File: src/rtl/bias_add_5.sv
// Per-channel bias add for a channel-interleaved accumulator stream.
// Each frame first loads NUM_CH biases, then adds, shifts and saturates NUM_PIX*NUM_CH words.
`ifndef BIAS_COEFF_WIDTH
`define BIAS_COEFF_WIDTH 16
`endif
`ifndef BIAS_NUM_CH
`define BIAS_NUM_CH 4
`endif

module bias_add_5 #(
  parameter int COEFF_WIDTH = `BIAS_COEFF_WIDTH,
  parameter int ACC_WIDTH   = 32,
  parameter int OUT_WIDTH   = `BIAS_COEFF_WIDTH,
  parameter int NUM_CH      = `BIAS_NUM_CH,
  parameter int NUM_PIX     = 64,
  parameter int SHIFT       = 8
) (
  input  logic                   ap_clk,
  input  logic                   ap_rst_n,
  input  logic [COEFF_WIDTH-1:0] bias_V_dout,
  input  logic                   bias_V_empty_n,
  output logic                   bias_V_read,
  input  logic [ACC_WIDTH-1:0]   acc_V_dout,
  input  logic                   acc_V_empty_n,
  output logic                   acc_V_read,
  output logic [OUT_WIDTH-1:0]   output_V_din,
  input  logic                   output_V_full_n,
  output logic                   output_V_write
);

  localparam int CH_W  = (NUM_CH  > 1) ? $clog2(NUM_CH)  : 1;
  localparam int PIX_W = (NUM_PIX > 1) ? $clog2(NUM_PIX) : 1;
  localparam int SUM_W = ACC_WIDTH + 1;

  localparam logic signed [SUM_W-1:0] SAT_MAX =
    {{(SUM_W-OUT_WIDTH+1){1'b0}}, {(OUT_WIDTH-1){1'b1}}};
  localparam logic signed [SUM_W-1:0] SAT_MIN =
    {{(SUM_W-OUT_WIDTH+1){1'b1}}, {(OUT_WIDTH-1){1'b0}}};

  typedef enum logic {LOAD, RUN} state_t;

  state_t                  r_state;
  state_t                  w_state_nxt;
  logic [CH_W-1:0]         r_ch_cnt;
  logic [PIX_W-1:0]        r_pix_cnt;
  logic [COEFF_WIDTH-1:0]  r_bias [NUM_CH];
  logic                    r_out_valid;
  logic [OUT_WIDTH-1:0]    r_out_data;

  logic                    w_bias_pop;
  logic                    w_acc_pop;
  logic                    w_out_write;
  logic                    w_ch_last;
  logic                    w_pix_last;
  logic signed [SUM_W-1:0] w_bias_ext;
  logic signed [SUM_W-1:0] w_acc_ext;
  logic signed [SUM_W-1:0] w_sum;
  logic signed [SUM_W-1:0] w_shifted;
  logic [OUT_WIDTH-1:0]    w_result;

  assign w_ch_last  = (r_ch_cnt  == CH_W'(NUM_CH - 1));
  assign w_pix_last = (r_pix_cnt == PIX_W'(NUM_PIX - 1));

  // Handshakes are gated by reset so all pops/pushes are forced low while held in reset.
  assign w_bias_pop  = ap_rst_n & (r_state == LOAD) & bias_V_empty_n;
  assign w_acc_pop   = ap_rst_n & (r_state == RUN) & acc_V_empty_n
                       & (~r_out_valid | output_V_full_n);
  assign w_out_write = ap_rst_n & r_out_valid & output_V_full_n;

  assign bias_V_read    = w_bias_pop;
  assign acc_V_read     = w_acc_pop;
  assign output_V_write = w_out_write;
  assign output_V_din   = r_out_data;

  always_comb begin
    w_state_nxt = r_state;
    case (r_state)
      LOAD: if (w_bias_pop && w_ch_last) w_state_nxt = RUN;
      RUN:  if (w_acc_pop && w_ch_last && w_pix_last) w_state_nxt = LOAD;
      default: w_state_nxt = LOAD;
    endcase
  end

  always_ff @(posedge ap_clk or negedge ap_rst_n) begin
    if (!ap_rst_n) begin
      r_state   <= LOAD;
      r_ch_cnt  <= '0;
      r_pix_cnt <= '0;
    end else begin
      r_state <= w_state_nxt;
      if (w_bias_pop) begin
        r_ch_cnt <= w_ch_last ? '0 : r_ch_cnt + 1'b1;
      end else if (w_acc_pop) begin
        r_ch_cnt <= w_ch_last ? '0 : r_ch_cnt + 1'b1;
        if (w_ch_last) r_pix_cnt <= w_pix_last ? '0 : r_pix_cnt + 1'b1;
      end
    end
  end

  always_ff @(posedge ap_clk) begin
    if (w_bias_pop) r_bias[r_ch_cnt] <= bias_V_dout;
  end

  always_comb begin
    w_bias_ext = SUM_W'($signed(r_bias[r_ch_cnt]));
    w_acc_ext  = SUM_W'($signed(acc_V_dout));
    w_sum      = w_acc_ext + w_bias_ext;
    w_shifted  = w_sum >>> SHIFT;
    if (w_shifted > SAT_MAX)      w_result = SAT_MAX[OUT_WIDTH-1:0];
    else if (w_shifted < SAT_MIN) w_result = SAT_MIN[OUT_WIDTH-1:0];
    else                          w_result = w_shifted[OUT_WIDTH-1:0];
  end

  // A pop in the same cycle as a write refills the register, keeping one word per cycle.
  always_ff @(posedge ap_clk or negedge ap_rst_n) begin
    if (!ap_rst_n) begin
      r_out_valid <= 1'b0;
      r_out_data  <= '0;
    end else if (w_acc_pop) begin
      r_out_valid <= 1'b1;
      r_out_data  <= w_result;
    end else if (w_out_write) begin
      r_out_valid <= 1'b0;
    end
  end

endmodule

File: config.mk
export PLATFORM = sky130hd
export DESIGN_NAME = bias_add_5
export DESIGN_NICKNAME = d
export VERILOG_FILES = /design/src/rtl/bias_add_5.sv
export SDC_FILE = /design/constraint.sdc
export NUM_CORES = 1
export LEC_CHECK = 0
export ABC_AREA = 1
export CAP_MARGIN = 20
export CORE_ASPECT_RATIO = 2
export CORE_MARGIN = 5
export CORE_UTILIZATION = 33
export CTS_CLUSTER_SIZE = 14
export DETAILED_ROUTE_END_ITERATION = 7
export SLEW_MARGIN = 15
export SYNTH_ARGS = -nofsm -noshare
export SYNTH_HDL_FRONTEND = slang
export SYNTH_SLANG_ARGS = --single-unit
File: constraint.sdc
create_clock -name ap_clk -period 9.2 [get_ports ap_clk]
set_input_delay 1.84 -clock ap_clk [delete_from_list [all_inputs] [get_ports ap_clk]]
set_output_delay 1.84 -clock ap_clk [all_outputs]
set_load 0.02 [all_outputs]
## Yosys cells after proc, flatten, opt, wreduce, memory -nomap -nowiden

Memories as Yosys holds them, arrays and structs flattened.
Cells that the tools add are included.

- Reduce and logical (&&, ||, !) cells: 6
- Equality and inequality tests: 2
- Mux-type cells: 13
- Magnitude comparators: 2
- Bitwise gates (word level): 11
- Add/subtract/negate cells: 3

Operators with widths:

| operator | number |
|---|---|
| $add A32 B16 Y33 | 1 |
| $mux W16 | 2 |
| $gt A25 B16 Y1 const B | 1 |
| $lt A25 B16 Y1 const B | 1 |
| $and A1 B1 Y1 | 7 |
| $add A6 B1 Y6 const B | 1 |
| $eq A6 B6 Y1 const B | 1 |
| $mux W1 | 6 |
| $mux W2 | 3 |
| $mux W6 | 1 |
| $reduce_bool A2 Y1 | 2 |
| $logic_and A1 B1 Y1 | 3 |
| $not A1 Y1 | 3 |
| $reduce_and A3 Y1 | 1 |
| $add A2 B1 Y2 const B | 1 |
| $eq A2 B2 Y1 const B | 1 |
| $pmux W1 S2 | 1 |
| $or A1 B1 Y1 | 1 |

- Register bits after elaboration: 26
- Output and inout bits: 19
- Bits of input ports: 53
- Bits in writable memories: 64
- Logic and storage cells: 43
- Memories kept: 1

Memories:

| memory | words | width | rd ports | clocked after memory_dff | write ports | line | RTL |
|---|---|---|---|---|---|---|---|
| r_bias | 4 | 16 | 1 | 0 | 1 | 46 | `logic [COEFF_WIDTH-1:0] r_bias [NUM_CH];` |

## Longest topological paths before layout

- Depth in word-level cells: 7
- Mapped depth: 24
- Mapped depth without buffers: 22

## Worst setup path before layout

No wires, ideal clock.

- Path type: input to output
- Start: in acc_V_empty_n
- End: out acc_V_read
- Arrival: 2.573 ns
- Stages: 3
- Buffers on the path: 1
- Path slack: 4.787 ns
- Data required time: 7.360 ns
- Cells stage by stage: nand3_1 > a21oi_2 > clkbuf_1

- Word-level cells in the longest chain between the ends: 2

RTL lines:

| item | line | RTL |
|---|---|---|
| start: declaration | 24 | `input logic acc_V_empty_n,` |
| $and A1 B1 Y1 | 66 | `assign w_acc_pop = ap_rst_n & (r_state == RUN) & acc_V_empty_n` |
| $and A1 B1 Y1 | 67 | `& (~r_out_valid \| output_V_full_n);` |
| end: declaration | 25 | `output logic acc_V_read,` |

Every way passes these cells.

## Final worst setup path

- Start: in ap_rst_n
- End: out acc_V_read

- Word-level cells in the longest chain between the ends: 3

RTL lines:

| item | line | RTL |
|---|---|---|
| start: declaration | 19 | `input logic ap_rst_n,` |
| $and A1 B1 Y1 (2 in a row) | 66 |  |
| $and A1 B1 Y1 | 67 |  |

Every way passes these cells.

==> results.ini <==
[place]
dp_hpwl_um=11000
io_buffer_count=71
gp_congestion=0.877

[critical_path]
crit_path_end_kind=output pin
r2r_cells=20
r2r_setup_slack_ns=4.89
worstSetupPathType=input pin to output pin
r2r-end=output_V_din[10]$_DFFE_PN0P_
start_kind=input pin
worst-path-max-fanout=29
cp-startpoint=ap_rst_n
critPathRequiredTime_ns=7.36
r2r_start=r_ch_cnt[1]$_DFFE_PN0P_
arrival_ns=4.08

[drt]
drt_iter0_drc=294
firstDrtPassIters=8
ant_nets=0
routedWlPerCell_um=14.4
avgViaCountPerCell=4.90
drc=0
wirelength_um=14200
vias=4835

[power]
ir_worst_vdd_v=0.000139
p_leak_nw=2.87
power_density_mw_per_mm2=336
finalPower_w=0.00233

[min_path]
hold_path_end=output_V_din[15]$_DFFE_PN0P_
hold_start=output_V_din[15]$_DFFE_PN0P_
hold_path_depth=2
hold_class=flip-flop to flip-flop

[synthesis]
ys_warn_count=0
ys_top_cells_by_count=nand2_1 (164), nor2_1 (118), inv_1 (65)
syn_inst=698
synth-edff-count=64
synthesis.area_sq_mm=0.00567
ys_seq_elements=90
synth.distinct_cells=34
async_reset_ff_share_pct=28.9
synth_top_area_share_pct=33.9
synth_top_area_cell=edfxtp_1
syn_nets=787
synth_ff_type=edfxtp_1
synth.most_common_cell=nand2_1
avgSynthCellArea_sq_um=8.13
yosysSeqAreaShare_pct=45.3
yosys-top-cells-area=edfxtp_1 (34%), dfrtp_1 (11%), nand2_1 (11%), ha_1 (7.9%), nor2_1 (7.8%)

[grt]
grt_first_pass_wirelength_um=23100
grt_pass1_vias=4770
grt_max_degree=37
gr-total-overflow=0
antenna_found_initial=0
grtUsageTotal_pct=14.7

[cts]
cts_sinks=90
cts_tree=yes
h-tree-depth=3
clockRootBuffer=clkbuf_16
cts_resized=0
clockBufferDepth=2
cts_setup_buffers=0
cts_hold_buf=0
clkSlewWorstSetupHoldPaths_ns=0.06
clk_latency_ns=0.34
cts_buffers=9

[cells_and_area]
syn2layout_area_growth_pct=22.2
final_nets=861
drive_above_1_share_pct=5.92
diodes=0
fin_util_pct=40.5

[sta]
setup_viol=0
final_max_slew_viol_count=0
post-route-period-util_pct=64.3
hold_viol=0
fmaxAchievable_ghz=0.169
tightest_slew_ns=1.02
rsz0062_at_grt=no
layout_min_cycle_time_ns=5.92
relSlewSlack_pct=31.7
skew_ns=0.00789
tns_ns=0

[floorplanning]
start_util_pct=33.2
io_pins=72
die_w_um=103
die_area_sq_mm=0.0201
placementRows=68
fp.coreArea_sq_mm=0.0171
die_h_um=195

[job]
drv_cap=0

[outcome]
status=completed

## worst max-delay path: stages
cell	delay [ns]
clkdlybuf4s50_1	0.45
buf_4	0.32
nand3_1	0.14
a21oi_2	0.57
clkdlybuf4s50_1	0.74
## placed cells by master (no fill, tap or decap), drive strengths merged, types with 2 or more instances in the layout
cell           Yosys  routed
nand2            170     170
nor2             119     119
inv               68      72
clkdlybuf4s50      0      71
edfxtp            64      64
o21ai             49      49
a21oi             48      48
nand3             36      36
ha                36      36
dfrtp             26      26
o22ai             16      16
xor2              10      10
a31oi              9       9
clkbuf             9       9
xnor2              7       7
nor3               6       6
a21o               5       5
and3               3       3
o21bai             3       3
buf                2       3
nor4               3       3
a21boi             2       2
a211oi             2       2
## registers in the layout (all words and copies together) (netlist names)
signal        count
r_state           1
r_out_valid       1
r_ch_cnt          2
r_bias           64
output_V_din     16
r_pix_cnt         6
## worst max-delay path by stage
stage | end | slack (ns) | cells after the start
after floorplan | acc_V_read | 4.79 | 3
after global placement | acc_V_read | 3.28 | 5
after detailed placement | acc_V_read | 3.24 | 5
after CTS | acc_V_read | 3.23 | 5
after global routing | acc_V_read | 3.06 | 5
final | acc_V_read | 3.28 | 5
## metal layers
layer	vias up	routed length, um	track usage (%)
met5	-	0	0
met4	0	295	4.87
met3	20	593	2.15
met2	96	6950	24.4
met1	2210	6350	19.5
li1	2509	-	-
## power by group
group	internal (W)	switching [W]	total, W
combinational	0.000514	0.000928	0.00144
sequential	0.000479	0.0000369	0.000516
clock	0.000216	0.000158	0.000374
## area by class of cell
type / instances / area, sq um
clock inverters: 7 / 83.8
well taps: 210 / 263
repair buffers: 74 / 733
flip-flops and latches: 90 / 2570
multi-input cells: 529 / 2800
clock buffers: 9 / 225
fillers: 1743 / 10200
inverters: 68 / 255
## metrics by stage
stage / hold slack [ns] / cell area, sq um / cells / setup WS (ns)
after global routing: 0.521 / 6930 / 987 / 3.06
after detailed placement: 0.473 / 6620 / 971 / 3.24
after global placement: 0.478 / 6620 / 971 / 3.28
after CTS: 0.490 / 6930 / 987 / 3.23
final: 0.485 / 6930 / 987 / 3.28
after floorplan: 0.458 / 5670 / 698 / 4.79
## cell families after synthesis
group | Yosys count | synth area share (%)
adders and majority gates | 36 | 7.94
and+or+nand+nor | 338 | 24.1
xor gates and xnor gates | 17 | 2.62
buffers and inverters | 79 | 5.49
DFF | 90 | 45.3
AOI/OAI and AO/OA | 138 | 14.5
(Power assumes the default switching activity.)
